`src/rtl/key_encoder_pkg.sv`:
```
// Shared types and constants for the key encoder: FSM states, code width,
// the enable value that activates the block, and the priority encoder.
package key_encoder_pkg;

  localparam int CODE_W = 3;
  localparam int KEY_W = 8;
  localparam int CNT_W = 8;
  localparam logic [2:0] ENABLE_ACTIVE = 3'd4;

  typedef enum logic [1:0] {
    IDLE    = 2'd0,
    QUALIFY = 2'd1,
    HELD    = 2'd2,
    RELEASE = 2'd3
  } state_t;

  // hit=0 means "no key pressed"; idx is only meaningful when hit=1
  typedef struct packed {
    logic              hit;
    logic [CODE_W-1:0] idx;
  } cand_t;

  // Highest-index active-low line wins; later loop iterations override earlier ones
  function automatic cand_t prio_encode(input logic [KEY_W-1:0] lines_n);
    cand_t res;
    res = '0;
    for (int i = 0; i < KEY_W; i++) begin
      if (!lines_n[i]) begin
        res.hit = 1'b1;
        res.idx = CODE_W'(i);
      end
    end
    return res;
  endfunction

endpackage

```
`src/rtl/key_fifo.sv`:
```
// Small code queue with combinational head read, so a push into an empty
// queue is visible at the output right after the writing edge.
module key_fifo
  import key_encoder_pkg::*;
#(
  parameter int WIDTH = 3,
  parameter int DEPTH = 4
) (
  input  logic             clk,
  input  logic             rst_n,
  input  logic             push,
  input  logic             pop,
  input  logic [WIDTH-1:0] din,
  output logic [WIDTH-1:0] dout,
  output logic             full,
  output logic             empty
);

  localparam int AW = $clog2(DEPTH);
  localparam int PW = AW + 1;

  logic [WIDTH-1:0] mem [DEPTH];
  logic [PW-1:0]    wr_ptr_reg;
  logic [PW-1:0]    rd_ptr_reg;
  logic             wr_en;
  logic             rd_en;

  // Extra pointer bit distinguishes a full queue from an empty one
  assign empty = (wr_ptr_reg == rd_ptr_reg);
  assign full  = (wr_ptr_reg[AW] != rd_ptr_reg[AW]) &&
                 (wr_ptr_reg[AW-1:0] == rd_ptr_reg[AW-1:0]);

  // A simultaneous pop frees the slot, so push into a full queue then succeeds
  assign wr_en = push && (!full || pop);
  assign rd_en = pop && !empty;

  // Head is forced to zero while empty so stale storage never leaks out
  assign dout = empty ? '0 : mem[rd_ptr_reg[AW-1:0]];

  // Storage array, no reset needed since reads are masked while empty
  always_ff @(posedge clk) begin
    if (wr_en) begin
      mem[wr_ptr_reg[AW-1:0]] <= din;
    end
  end

  // Read/write pointers wrap naturally modulo 2*DEPTH
  always_ff @(posedge clk or negedge rst_n) begin
    if (!rst_n) begin
      wr_ptr_reg <= '0;
      rd_ptr_reg <= '0;
    end else begin
      if (wr_en) wr_ptr_reg <= wr_ptr_reg + PW'(1);
      if (rd_en) rd_ptr_reg <= rd_ptr_reg + PW'(1);
    end
  end

endmodule

```
`src/rtl/key_encoder.sv`:
```
// Debounced 8-key priority encoder: synchronizes the key lines, qualifies a
// stable press with a small FSM and queues one code per accepted press.
module key_encoder
  import key_encoder_pkg::*;
#(
  parameter int DEBOUNCE_CYCLES = 4,
  parameter int FIFO_DEPTH      = 4
) (
  input  logic              clk,
  input  logic              rst_n,
  input  logic [2:0]        enable,
  input  logic [KEY_W-1:0]  key_n,
  input  logic              ready,
  output logic [CODE_W-1:0] code,
  output logic              valid,
  output logic              any,
  output logic              overflow
);

  localparam logic [CNT_W-1:0] DEB_LAST = CNT_W'(DEBOUNCE_CYCLES - 1);

  logic [KEY_W-1:0]  sync1_reg;
  logic [KEY_W-1:0]  sync2_reg;
  cand_t             cand;
  logic              same;
  state_t            state_reg;
  logic [CNT_W-1:0]  cnt_reg;
  logic [CODE_W-1:0] latched_reg;
  logic              push_reg;
  logic              any_reg;
  logic              overflow_reg;
  logic              pop;
  logic              full;
  logic              empty;

  // Two-flop synchronizer; idles at all-ones (no key pressed)
  always_ff @(posedge clk or negedge rst_n) begin
    if (!rst_n) begin
      sync1_reg <= '1;
      sync2_reg <= '1;
    end else begin
      sync1_reg <= key_n;
      sync2_reg <= sync1_reg;
    end
  end

  // Candidate is suppressed entirely while the block is not enabled
  always_comb begin
    cand = '0;
    if (enable == ENABLE_ACTIVE) begin
      cand = prio_encode(sync2_reg);
    end
  end

  assign same = cand.hit && (cand.idx == latched_reg);

  // Debounce FSM; push is registered so it lands in the FIFO one edge later
  always_ff @(posedge clk or negedge rst_n) begin
    if (!rst_n) begin
      state_reg   <= IDLE;
      cnt_reg     <= '0;
      latched_reg <= '0;
      push_reg    <= 1'b0;
      any_reg     <= 1'b0;
    end else begin
      push_reg <= 1'b0;
      case (state_reg)
        IDLE: begin
          if (cand.hit) begin
            state_reg   <= QUALIFY;
            latched_reg <= cand.idx;
            cnt_reg     <= CNT_W'(1);
          end
        end
        QUALIFY: begin
          if (same) begin
            cnt_reg <= cnt_reg + CNT_W'(1);
            if (cnt_reg >= DEB_LAST) begin
              state_reg <= HELD;
              push_reg  <= 1'b1;
              any_reg   <= 1'b1;
            end
          end else if (!cand.hit) begin
            state_reg <= IDLE;
            cnt_reg   <= '0;
          end else begin
            latched_reg <= cand.idx;
            cnt_reg     <= CNT_W'(1);
          end
        end
        HELD: begin
          if (!same) begin
            state_reg <= RELEASE;
            cnt_reg   <= CNT_W'(1);
            any_reg   <= 1'b0;
          end
        end
        RELEASE: begin
          if (same) begin
            // Bounce back to the same key: no new push
            state_reg <= HELD;
            cnt_reg   <= '0;
            any_reg   <= 1'b1;
          end else if (cnt_reg >= DEB_LAST) begin
            if (cand.hit) begin
              state_reg   <= QUALIFY;
              latched_reg <= cand.idx;
              cnt_reg     <= CNT_W'(1);
            end else begin
              state_reg <= IDLE;
              cnt_reg   <= '0;
            end
          end else begin
            cnt_reg <= cnt_reg + CNT_W'(1);
          end
        end
        default: begin
          state_reg <= IDLE;
          cnt_reg   <= '0;
        end
      endcase
    end
  end

  assign pop   = valid && ready;
  assign valid = !empty;
  assign any   = any_reg;

  // Sticky overflow: a push dropped because the queue was full with no pop
  always_ff @(posedge clk or negedge rst_n) begin
    if (!rst_n) begin
      overflow_reg <= 1'b0;
    end else if (push_reg && full && !pop) begin
      overflow_reg <= 1'b1;
    end
  end

  assign overflow = overflow_reg;

  key_fifo #(
    .WIDTH(CODE_W),
    .DEPTH(FIFO_DEPTH)
  ) u_fifo (
    .clk  (clk),
    .rst_n(rst_n),
    .push (push_reg),
    .pop  (pop),
    .din  (latched_reg),
    .dout (code),
    .full (full),
    .empty(empty)
  );

endmodule

```
`config.mk`:
```
export PLATFORM = sky130hd
export DESIGN_NAME = key_encoder
export DESIGN_NICKNAME = d
export VERILOG_FILES = /design/src/rtl/key_encoder_pkg.sv /design/src/rtl/key_fifo.sv /design/src/rtl/key_encoder.sv
export SDC_FILE = /design/constraint.sdc
export NUM_CORES = 1
export LEC_CHECK = 0
export ABC_AREA = 1
export CORE_MARGIN = 2
export CORE_UTILIZATION = 55
export DETAILED_ROUTE_END_ITERATION = 10
export PLACE_DENSITY = 0.83
export SLEW_MARGIN = 20
export SYNTH_ARGS = -nofsm -noshare
export SYNTH_HDL_FRONTEND = slang
export SYNTH_HIERARCHICAL = 1
export SYNTH_SLANG_ARGS = --single-unit
```
`constraint.sdc`:
```
create_clock -name clk -period 5.7 [get_ports clk]
set_input_delay 1.14 -clock clk [delete_from_list [all_inputs] [get_ports clk]]
set_output_delay 1.14 -clock clk [all_outputs]
set_load 0.01 [all_outputs]
```
==> results <==
- The final worst-path cycle share is 0.558.
- For this run, the detailed router's first-pass iteration total came to 4.
- Clock tree synthesis inserted a total of 5 buffers.
- The maximum level of the CTS H-tree is 2.
- Summed over all nets, the half-perimeter wirelength after detailed placement is 2950 um.
- The clock skew is 8.67 ps.
- In the post-synthesis netlist, the biggest area contributors are sky130_fd_sc_hd__dfrtp_1 22%, sky130_fd_sc_hd__dfstp_2 17%, sky130_fd_sc_hd__edfxtp_1 15%.
- The path class of the tightest hold or removal check is reg -> reg.
- The clock-pin slew of the registers on the worst-case setup and hold paths is 90 ps.
- After synthesis, the largest family of logic cells by area is simple AND/OR/NAND/NOR gates.
- The smallest clock period supported by the final layout is computed as 3180 ps.
- STA puts the critical path data arrival time at 2040 ps.
- The capturing element type of the critical path is an output port.
- The initial standard-cell utilization of the core is 0.567.
- The placer's final routability congestion estimate is 0.804.
- The share of power burned in combinational logic is 0.337.
- Max-cap violations in this run came to 0.
- The synthesized-area fraction occupied by adder cells is 0.0306.
- The minimum setup slack after placement is 2660 ps.
- The share of final-layout standard cells stronger than drive strength 1 is 0.146.
- The total count of hold-check failures in the final report is 0.
- The floorplan has 24 rows.
- In this run the cell area of the synthesized design comes to 2450 sq um.
- The number of global-route vias before repair came to 1743.
- The area overhead of the layout relative to synthesis is 13.9%.
- Input and output buffers added on the ports amount to 19.
- The post-synthesis compound-gate area fraction came to 0.0597.
- The remaining global-route overflow is 0.
- For this design the total switching power over the nets is 0.375 mW.
- The simple-gate area share of the yosys netlist is 0.266.
- Clock tree synthesis found a total of 50 sinks.
- The global-route wire length before repair is 6990 um.
- The first routing iteration left 104 violations.
- The clock passes through at most 2 buffers.
- The clock latency reported for the late side of the worst-skew pair is 300 ps.
- Adding up every negative setup slack in the final design gives 0 ps.
- The switching part of the total power is 0.357.
- The die extent in y is 70.8 um.
- Buffers inserted to repair hold after CTS numbered 0.
- In this run the worst path has a maximum fanout of 10.
- On the final layout, the worst hold slack is 358 ps.
- The endpoint required time on the critical path is 4560 ps.
- Dividing the detail-routed wire length by the instance count gives 11.6 um.
- The startpoint kind of the worst setup timing path is a register.
- The placed standard-cell area is 2690 sq um.
- The number of flops mapped to enable cells by yosys is 12.
- The Yosys step of the flow raised 6 warnings.
- Leaving out filler cells and counting taps, the final layout contains 339.
- The number of setup violations in the final report is 0.
- The total track usage is 0.176.
- The design draws 1.05 mW.
- The average via count per standard cell is 5.16.
- The number of routed nets with antenna violations is 0.
- The cell area power density is 377 nW/um^2.
- The buffer type at the clock tree root is sky130_fd_sc_hd__clkbuf_8.
- The final standard cell area without fillers is 2790 sq um.
- The I/O pin count is 20.
- The mux contribution to synthesized area is 0.
- The number of nets in the synthesized netlist is 282.
- By startpoint and endpoint, the worst setup path is classified as reg -> out.
- The final-stage net count is 306.
- The register with the most flip-flops in the layout has 12 of them.
- The count of distinct cell types in the synthesized netlist is 33.
- After synthesis the netlist holds a flip-flop and latch count of 50.
- Timing would allow up to 314 MHz.
- The cell count after placement is 331.
- The dominant cell type by area after synthesis is sky130_fd_sc_hd__dfrtp_1.
- The repair_antennas step left the layout with diodes totalling 0.
- The fraction of post-synthesis cell area in the top cell type by area is 0.224.
- Of the total synthesized cell area, the portion taken by XOR and XNOR cells is 0.0327.
- Wires add up to 3920 um.
- The share of total power dissipated in the clock network is 0.214.
- At the pin with the least slew margin, the transition time is 902 ps.
- Counting flops with an async set or reset pin after synthesis yields a share of 0.760.
- Setup slack closes at 2520 ps.
- The final-report max-slew violation count came to 0.
- The remaining max-slew budget at the tightest pin is 0.399.
- TritonCTS built the clock tree.
- The post-route core utilization is 0.646.
- The maximum ir drop on the vdd rail is 279 uV.
- The flow ran to the end, and the final reports show no timing, DRC or antenna violations.
- Entering global routing, the biggest net connects 39 pins.
- After floorplanning, the core was sized to cover 4320 sq um.
- In this run the post-CTS setup repair buffer count came out at 0.
- The share of total power dissipated in sequential elements is 0.449.
- The post-cts gate resize count is 0.
- Setup repair after global routing left no endpoint under its margin.
- The average footprint of a synthesized cell is 9.36 sq um.
- The number of antenna violations at the first check in global routing came to 0.
- The overall die area is 5010 sq um.
- The leakage power of the design is 1.31 nW.
- The most instantiated flip-flop cell in the synthesis netlist is sky130_fd_sc_hd__dfrtp_1.
- The number of remaining DRC errors is 0.
- The instance count of the mapped netlist is 262.
- The cell-internal power is 0.677 mW.
- The die is 70.8 um wide.
- Across all layers, the routed design uses 1748 vias.
- Of the synthesized area, sequential elements account for 0.543.
==> cell families (layout without fill, tap and decap cells) <==
family	after synthesis	after routing
flip-flops	50	50
AO/OA/AOI/OAI	24	24
buffers and inverters	42	67
adder cells (fa/ha/maj)	6	6
AND/OR/NAND/NOR	133	133
XOR/XNOR	7	7
==> worst max-delay path, stage by stage, from the launching register on <==
cell	delay, ps
sky130_fd_sc_hd__dfrtp_1	610
sky130_fd_sc_hd__inv_1	200
sky130_fd_sc_hd__o21ai_0	260
sky130_fd_sc_hd__o22ai_1	110
sky130_fd_sc_hd__nand2_1	70
sky130_fd_sc_hd__inv_1	40
sky130_fd_sc_hd__clkdlybuf4s50_1	460
==> synthesized netlist by cell type, types with 2 or more instances <==
library cell,number
sky130_fd_sc_hd__dfrtp_1,22
sky130_fd_sc_hd__dfstp_2,16
sky130_fd_sc_hd__edfxtp_1,12
sky130_fd_sc_hd__ha_1,6
sky130_fd_sc_hd__inv_1,38
sky130_fd_sc_hd__nand2_1,76
sky130_fd_sc_hd__nand2_2,3
sky130_fd_sc_hd__nand3_1,15
sky130_fd_sc_hd__nand3b_1,6
sky130_fd_sc_hd__nand4_1,3
sky130_fd_sc_hd__nand4_4,2
sky130_fd_sc_hd__nor2_1,18
sky130_fd_sc_hd__nor2_2,3
sky130_fd_sc_hd__nor3_1,2
sky130_fd_sc_hd__o21ai_0,10
sky130_fd_sc_hd__o21ai_1,6
sky130_fd_sc_hd__o22ai_1,3
sky130_fd_sc_hd__xor2_1,6
==> worst paths after layout <==
| path | from | to | slack (ps) | cells past startpoint |
|---|---|---|---|---|
| setup / recovery | u_fifo/rd_ptr_reg[0]$_DFFE_PN0P_ | code[1] | 2520 | 6 |
| hold / removal | sync1_reg[7]$_DFF_PN1_ | sync2_reg[7]$_DFF_PN1_ | 360 | 0 |
| setup reg to reg | u_fifo/rd_ptr_reg[0]$_DFFE_PN0P_ | u_fifo/mem[0][1]$_DFFE_PP_ | 3450 | 8 |
| hold reg to reg | sync1_reg[7]$_DFF_PN1_ | sync2_reg[7]$_DFF_PN1_ | 360 | 0 |
| max in group asynchronous | rst_n | cnt_reg[1]$_DFFE_PN0P_ | 4180 | 1 |
| min in group asynchronous | rst_n | u_fifo/rd_ptr_reg[0]$_DFFE_PN0P_ | 950 | 1 |
==> final cells by class <==
| class | count | area (sq um) |
|---|---|---|
| clock inverter | 1 | 8.76 |
| inverter | 40 | 151 |
| multi-input combinational | 170 | 955 |
| tap | 52 | 65.1 |
| timing repair buffer | 19 | 185 |
| clock buffer | 7 | 97.6 |
| fill | 354 | 1530 |
| sequential | 50 | 1330 |
==> power by group through the flow <==
stage	sequential, mW	clock (mW)	combinational [mW]
after detailed placement	0.479	0	0.354
final	0.473	0.225	0.354
after CTS	0.472	0.233	0.357
after global placement	0.476	0	0.341
after global routing	0.481	0.244	0.401
after floorplan	0.453	0	0.275
==> cells in the final DEF (no fill, tap or decap) <==
master	netlist	routed
sky130_fd_sc_hd__clkdlybuf4s50_1	0	18
sky130_fd_sc_hd__inv_1	38	38
sky130_fd_sc_hd__nand3_4	1	1
sky130_fd_sc_hd__xnor2_4	1	1
sky130_fd_sc_hd__o22ai_1	3	3
sky130_fd_sc_hd__ha_1	6	6
sky130_fd_sc_hd__nor4_2	1	1
sky130_fd_sc_hd__nand2_2	3	3
sky130_fd_sc_hd__a31oi_1	1	1
sky130_fd_sc_hd__dfrtp_1	22	22
sky130_fd_sc_hd__dfstp_2	16	16
sky130_fd_sc_hd__edfxtp_1	12	12
sky130_fd_sc_hd__clkinv_4	0	1
sky130_fd_sc_hd__nand3_1	15	15
sky130_fd_sc_hd__nor3_1	2	2
sky130_fd_sc_hd__a21oi_4	1	1
sky130_fd_sc_hd__clkbuf_2	0	1
sky130_fd_sc_hd__clkinv_2	1	1
sky130_fd_sc_hd__a21oi_1	1	1
sky130_fd_sc_hd__nand4_4	2	2
sky130_fd_sc_hd__clkbuf_16	0	1
sky130_fd_sc_hd__nand4_1	3	3
sky130_fd_sc_hd__o21ai_0	10	10
sky130_fd_sc_hd__clkbuf_8	0	5
sky130_fd_sc_hd__nor2_2	3	3
sky130_fd_sc_hd__nand2_4	1	1
sky130_fd_sc_hd__xor2_1	6	6
sky130_fd_sc_hd__nand2_1	76	76
sky130_fd_sc_hd__nor2_1	18	18
sky130_fd_sc_hd__nor2_4	1	1
sky130_fd_sc_hd__o21bai_1	1	1
sky130_fd_sc_hd__a31oi_2	1	1
sky130_fd_sc_hd__nand3b_1	6	6
sky130_fd_sc_hd__nor3b_4	1	1
sky130_fd_sc_hd__o21ai_1	6	6
sky130_fd_sc_hd__inv_2	1	1
sky130_fd_sc_hd__clkbuf_1	1	1
==> layer usage <==
layer,wire length (um),share of wire,GRT usage,vias up
li1,-,-,-,878
met4,66,0.017,0.0776,0
met3,143,0.037,0.0342,8
met1,1650,0.42,0.198,833
met2,2060,0.53,0.324,29
met5,0,0,0,-
(Power assumes the default switching activity.)
